File: src/rtl/dc303_dump.sv
// Dump sequencer for the DC303 microcode ROM/PLA. It resets the chip, searches
// for a usable test address, then streams {addr, na, mc} for an address range.
module dc303_dump #(
  parameter logic [4:0] CHIP       = 5'd0,
  parameter logic [9:0] ADDR_FIRST = 10'h080,
  parameter logic [9:0] ADDR_LAST  = 10'h1FF,
  parameter int unsigned HPER      = 1
) (
  input  logic        pin_clk,
  input  logic        pin_rst,
  input  logic        start,
  output logic        busy,
  output logic        done,
  output logic        err,
  output logic [3:0]  taa,
  output logic        res_valid,
  input  logic        res_ready,
  output logic [9:0]  res_addr,
  output logic [9:0]  res_na,
  output logic [15:0] res_mc,
  output logic        dc_clk,
  output logic        dc_rst,
  output logic        dc_ez_n,
  output logic [15:0] dc_ad,
  output logic [15:0] dc_m_out,
  output logic        dc_m_oe,
  input  logic [15:0] dc_m_in
);

  localparam int unsigned HW = (HPER > 1) ? $clog2(HPER) : 1;
  localparam logic [HW-1:0] HLAST = HW'(HPER - 1);

  localparam logic [15:0] NOP   = 16'hD57F;
  localparam logic [15:0] LD    = 16'hD51F;
  localparam logic [15:0] AXT   = 16'hD50F;
  localparam logic [15:0] DUMMY = 16'h8000;
  localparam logic [15:0] KILL  = 16'h07C0;
  localparam logic [15:0] AD_NU = 16'h0001;

  typedef enum logic [2:0] {
    S_IDLE, S_RST, S_SRCH, S_RD_MC, S_RD_NA, S_OUT, S_DONE
  } state_t;

  typedef struct packed {
    logic        clk;
    logic        rst;
    logic        ez_n;
    logic        m_oe;
    logic [15:0] m_out;
    logic [15:0] ad;
  } bus_t;

  function automatic logic [3:0] last_step(input state_t s);
    case (s)
      S_RST:           last_step = 4'd6;
      S_SRCH, S_RD_MC: last_step = 4'd9;
      S_RD_NA:         last_step = 4'd11;
      default:         last_step = 4'd0;
    endcase
  endfunction

  // Bus values for one script step; IDLE/DONE fall through to the reset image.
  function automatic bus_t script(input state_t s, input logic [3:0] step,
                                  input logic [3:0] sel, input logic [9:0] a);
    bus_t b;
    logic [3:0] lst;
    b.clk   = 1'b0;
    b.rst   = 1'b1;
    b.ez_n  = 1'b0;
    b.m_oe  = 1'b0;
    b.m_out = '0;
    b.ad    = '0;
    lst     = last_step(s);
    case (s)
      S_RST: begin
        b.clk  = ~step[0];
        b.rst  = (step != 4'd6);
        b.ez_n = (step == 4'd6);
      end
      S_SRCH, S_RD_MC, S_RD_NA: begin
        b.clk  = ~step[0];
        b.rst  = 1'b0;
        b.m_oe = 1'b1;
        b.ad   = AD_NU;
        if (step == lst) begin
          b.m_oe = 1'b0;
        end else if (step == lst - 4'd1) begin
          b.ez_n = 1'b1;
          if (s == S_SRCH) begin
            b.m_out = 16'hD17F;
          end else begin
            b.ad    = '0;
            b.m_out = (s == S_RD_MC) ? 16'hD51F : 16'hD11F;
          end
        end else begin
          case (step)
            4'd0: b.m_out = LD;
            4'd1: b.m_out = KILL;
            4'd2: b.m_out = NOP;
            4'd3: b.m_out = (s == S_SRCH) ? {5'b0, CHIP, 2'b11, sel}
                                          : {5'b0, CHIP, ~a[9], 1'b1, sel};
            4'd4: b.m_out = AXT;
            4'd5: b.m_out = (s == S_SRCH) ? {12'h083, sel} : 16'h8030;
            4'd6: begin
              if (s == S_SRCH) begin
                b.m_out = NOP;
              end else begin
                b.m_out = AXT;
                b.ad    = {6'b0, a};
              end
            end
            4'd7: b.m_out = DUMMY;
            4'd8: begin
              b.m_out = LD;
              b.ad    = '0;
            end
            default: b.m_out = DUMMY;
          endcase
        end
      end
      default: ;
    endcase
    return b;
  endfunction

  state_t         st_q, st_d;
  logic [3:0]     step_q, step_d;
  logic [HW-1:0]  hcnt_q, hcnt_d;
  logic [3:0]     i_q, i_d;
  logic [9:0]     a_q, a_d;
  logic [3:0]     taa_q, taa_d;
  logic           busy_q, busy_d, done_q, done_d, err_q, err_d;
  logic           rv_q, rv_d;
  logic [9:0]     raddr_q, raddr_d, rna_q, rna_d;
  logic [15:0]    rmc_q, rmc_d;
  bus_t           bus_q, bus_d;
  logic           load;

  always_comb begin
    st_d    = st_q;
    step_d  = step_q;
    hcnt_d  = hcnt_q;
    i_d     = i_q;
    a_d     = a_q;
    taa_d   = taa_q;
    busy_d  = busy_q;
    done_d  = 1'b0;
    err_d   = err_q;
    rv_d    = rv_q;
    raddr_d = raddr_q;
    rna_d   = rna_q;
    rmc_d   = rmc_q;
    load    = 1'b0;
    case (st_q)
      S_IDLE: begin
        if (start) begin
          st_d   = S_RST;
          step_d = '0;
          hcnt_d = '0;
          busy_d = 1'b1;
          err_d  = 1'b0;
          load   = 1'b1;
        end
      end
      S_RST, S_SRCH, S_RD_MC, S_RD_NA: begin
        if (hcnt_q != HLAST) begin
          hcnt_d = hcnt_q + HW'(1);
        end else begin
          hcnt_d = '0;
          load   = 1'b1;
          if (step_q != last_step(st_q)) begin
            step_d = step_q + 4'd1;
          end else begin
            step_d = '0;
            case (st_q)
              S_RST: begin
                st_d = S_SRCH;
                i_d  = 4'd1;
              end
              S_SRCH: begin
                if (dc_m_in[9:0] == 10'h1FF) begin
                  taa_d = i_q;
                  a_d   = ADDR_FIRST;
                  st_d  = S_RD_MC;
                end else if (i_q == 4'd15) begin
                  err_d  = 1'b1;
                  busy_d = 1'b0;
                  done_d = 1'b1;
                  st_d   = S_DONE;
                end else begin
                  i_d = i_q + 4'd1;
                end
              end
              S_RD_MC: begin
                rmc_d = dc_m_in;
                st_d  = S_RD_NA;
              end
              default: begin
                // Bus stays frozen on the last RD_NA step while the result waits.
                rna_d   = dc_m_in[9:0];
                raddr_d = a_q;
                rv_d    = 1'b1;
                load    = 1'b0;
                st_d    = S_OUT;
              end
            endcase
          end
        end
      end
      S_OUT: begin
        if (res_ready) begin
          rv_d   = 1'b0;
          step_d = '0;
          hcnt_d = '0;
          load   = 1'b1;
          if (a_q == ADDR_LAST) begin
            busy_d = 1'b0;
            done_d = 1'b1;
            st_d   = S_DONE;
          end else begin
            a_d  = a_q + 10'd1;
            st_d = S_RD_MC;
          end
        end
      end
      default: begin
        st_d = S_IDLE;
        load = 1'b1;
      end
    endcase
    bus_d = load ? script(st_d, step_d, (st_d == S_SRCH) ? i_d : taa_d, a_d)
                 : bus_q;
  end

  always_ff @(posedge pin_clk) begin
    if (pin_rst) begin
      st_q       <= S_IDLE;
      step_q     <= '0;
      hcnt_q     <= '0;
      i_q        <= '0;
      a_q        <= '0;
      taa_q      <= '0;
      busy_q     <= 1'b0;
      done_q     <= 1'b0;
      err_q      <= 1'b0;
      rv_q       <= 1'b0;
      raddr_q    <= '0;
      rna_q      <= '0;
      rmc_q      <= '0;
      bus_q.clk  <= 1'b0;
      bus_q.rst  <= 1'b1;
      bus_q.ez_n <= 1'b0;
      bus_q.m_oe <= 1'b0;
      bus_q.m_out <= '0;
      bus_q.ad   <= '0;
    end else begin
      st_q    <= st_d;
      step_q  <= step_d;
      hcnt_q  <= hcnt_d;
      i_q     <= i_d;
      a_q     <= a_d;
      taa_q   <= taa_d;
      busy_q  <= busy_d;
      done_q  <= done_d;
      err_q   <= err_d;
      rv_q    <= rv_d;
      raddr_q <= raddr_d;
      rna_q   <= rna_d;
      rmc_q   <= rmc_d;
      bus_q   <= bus_d;
    end
  end

  assign busy      = busy_q;
  assign done      = done_q;
  assign err       = err_q;
  assign taa       = taa_q;
  assign res_valid = rv_q;
  assign res_addr  = raddr_q;
  assign res_na    = rna_q;
  assign res_mc    = rmc_q;
  assign dc_clk    = bus_q.clk;
  assign dc_rst    = bus_q.rst;
  assign dc_ez_n   = bus_q.ez_n;
  assign dc_m_oe   = bus_q.m_oe;
  assign dc_m_out  = bus_q.m_out;
  assign dc_ad     = bus_q.ad;

endmodule

File: config.mk
export PLATFORM = sky130hd
export DESIGN_NAME = dc303_dump
export DESIGN_NICKNAME = d
export VERILOG_FILES = /design/src/rtl/dc303_dump.sv
export SDC_FILE = /design/constraint.sdc
export NUM_CORES = 1
export LEC_CHECK = 0
export ABC_CLOCK_PERIOD_IN_PS = 9400
export BUFFER_PORTS_ARGS = -buffer_cell sky130_fd_sc_hd__clkbuf_2
export CAP_MARGIN = 30
export CORE_ASPECT_RATIO = 1.25
export CORE_MARGIN = 2
export CORE_UTILIZATION = 60
export CTS_BUF_LIST = sky130_fd_sc_hd__clkbuf_2 sky130_fd_sc_hd__clkbuf_4 sky130_fd_sc_hd__clkbuf_8
export DETAILED_ROUTE_END_ITERATION = 8
export MAX_ROUTING_LAYER = met4
export PLACE_DENSITY = 0.84
export SYNTH_ARGS = -nofsm -noshare
export SYNTH_HDL_FRONTEND = slang
export SYNTH_SLANG_ARGS = --single-unit
File: constraint.sdc
create_clock -name pin_clk -period 9.4 [get_ports pin_clk]
set_input_delay 1.41 -clock pin_clk [delete_from_list [all_inputs] [get_ports pin_clk]]
set_output_delay 1.41 -clock pin_clk [all_outputs]
set_load 0.03 [all_outputs]
==> out/results.ini <==
[sta]
post-route-min-period_ps = 5360
setup_viol_count_final = 0
max_freq_mhz = 187
fin_skew_ps = 9.28
finalCritPeriodShare = 0.570
timing.setup.tns_ps = 0
max-slew-margin-rel = 0.333
setup_ws_ps = 4040
rsz0062_at_grt = no
final_max_slew_viol_count = 0
hold_viol_final = 0
holdWs_ps = 456
tightest_slew_ps = 996

[power]
power_density_nw_per_um2 = 146
power.share.clock = 0.382
switching_share = 0.261
p_switching_mw = 0.202
power_mw = 0.772
combPwrFrac = 0.106
leakage_nw = 2.16
p_int_mw = 0.571
peakVddDrop_uv = 135
seqPwrFrac = 0.512

[cells_and_area]
final_area_um2 = 5280
area_growth_pct = 14.9
final_util = 0.713
instances_no_fill = 720
nets = 649
nFillCells = 596
multi_input_area_um2 = 2570
regArea_um2 = 1840
diodes = 0
final_layout_size_suffix_gt1_frac = 0.225

[clocking]
htree_num_levels = 3
clockBufferDepth = 2
post-cts-setup-buffer-count = 0
cts_tree = yes
post_cts_resized = 0
hold_buffers = 0
cts_root_buffer = clkbuf_8
numCtsBuffers = 9
clkTransAtPathRegs_ps = 90
cts_num_sinks = 92
clk_latency_ps = 360

[synth]
ys_ff_latch = 92
syn_avg_cell_area_um2 = 8.41
yosys.cell_count.top_type = dfxtp_1
yosys_warnings = 0
synthesis.area_um2 = 4590
seq_area_frac_synth = 0.401
async_flop_share = 0
synth_cell_types = 73
synth_common_cells = dfxtp_1 (92), nand2_1 (70), nor2_1 (67)
synthFlopType = dfxtp_1
yosysTopAreaCell = dfxtp_1
synth_top_area_frac = 0.401
synthTopCellsByArea = dfxtp_1 (40%), nand2_1 (5.7%), nor2_1 (5.5%), mux2i_1 (5.0%), a21oi_1 (4.9%)
syn_inst = 546
synth-edff-count = 0

[drt]
ant_nets = 0
wl_per_cell_um = 16.5
via_per_inst = 6.20
drt_iter0_markers = 284
drc = 0
vias = 4462
wl_mm = 11.9
drtPass1Iterations = 5

[placement]
routabilityCongestion = 0.952
place_hpwl_mm = 8.60
port_buffers = 92
pre_cts_slack_ps = 3800
dp_cells = 704
placedInstanceArea_um2 = 5050

[critical_path]
crit_type = reg -> reg
crit_fanout = 26
start_kind = flip-flop
crit_required_ps = 9660
end_kind = flip-flop
worstPathArrival_ps = 5620

[grt]
grt_max_degree = 73
grtUsageTotal = 0.302
grt_pass1_wl_mm = 19.3
grt_pass1_vias = 4161
antenna_found_initial = 0
gr-total-overflow = 0

[floorplan]
initial_core_util = 0.621
die_area_um2 = 8380
io_pins = 100
die_h_um = 102
row_count = 35
core_region_area_um2 = 7400
die_w_um = 82.3

[hold_path]
min_path_type = reg -> reg

[outcome]
status = finished clean

[run]
drv_cap = 0

[cell usage in the layout (no fill, tap or decap), types with 19 or more instances in the layout]
cell type	n
dfxtp_1	92
mux2i_1	23
a22o_1	21
nand2_1	70
a21oi_1	45
nor2_1	67
clkbuf_2	92
o21ai_0	19
[power groups by stage]
stage               Clock, mW  Combinational (mW)  Sequential (mW)
global route            0.313              0.0887            0.396
CTS                     0.299              0.0794            0.396
floorplan                   0              0.0588            0.406
detailed placement          0              0.0791            0.405
global placement            0              0.0773            0.405
finish                  0.295              0.0815            0.396
[registers in the layout, summed over array words and instances, names as in the netlist]
signal,flops
dc_ez_n,1
dc_clk,1
taa,4
res_valid,1
a_q,10
busy,1
st_q,3
i_q,4
dc_m_oe,1
dc_ad,10
dc_m_out,13
res_mc,16
step_q,4
res_addr,10
dc_rst,1
err,1
done,1
res_na,10
[layout make-up]
| class | count | area share |
|---|---|---|
| multi-input cells | 417 | 0.486 |
| flip-flops and latches | 92 | 0.349 |
| repair buffers | 100 | 0.0986 |
| clock buffers | 9 | 0.0235 |
| well taps | 92 | 0.0218 |
| clock inverters | 6 | 0.0182 |
| inverters | 4 | 0.00284 |
[cell families (layout without fill, tap and decap cells)]
logic type / Yosys count / count (layout) / synth area share
buf+inv: 43 / 119 / 0.0466
mux: 30 / 30 / 0.0689
xor+xnor: 3 / 3 / 0.00572
flops: 92 / 92 / 0.401
simple gates: 223 / 223 / 0.235
fa+ha+maj: 5 / 5 / 0.0136
compound gates: 149 / 149 / 0.229
other cells: 1 / 7 / 0.000816
[worst paths after layout]
kind / startpoint / endpoint / slack (ps) / cells after the start
worst max register to register: st_q[2] / dc_m_out[0] / 4040 / 18
worst min-delay path: dc_m_out[11] / dc_m_out[11] / 460 / 2
worst max-delay path: st_q[2] / dc_m_out[0] / 4040 / 18
worst min register to register: dc_m_out[11] / dc_m_out[11] / 460 / 2
[worst max-delay path, stage by stage, from the launching register on]
cell and delay [ps]:
dfxtp_1 880, a21oi_1 80, o21a_1 250, nor4_4 610, mux2_4 370, nand2_4 110
nor3_1 90, a21oi_1 290, inv_1 170, ha_1 390, nand2b_1 150, nand2b_1 120
a22oi_1 70, nor4_1 650, nand2b_1 240, o22ai_4 130, a21oi_2 260, o221ai_1 170
a22o_1 210
[per-layer routing]
metal	wire, µm	up-vias	part of all wire	GRT usage
met5	0	-	0	-
met4	326	0	0.028	0.146
met3	680	33	0.057	0.0415
met2	6060	187	0.51	0.504
met1	4790	2117	0.40	0.353
li1	-	2125	-	-
No activity file was read; power rests on OpenSTA's default activity.
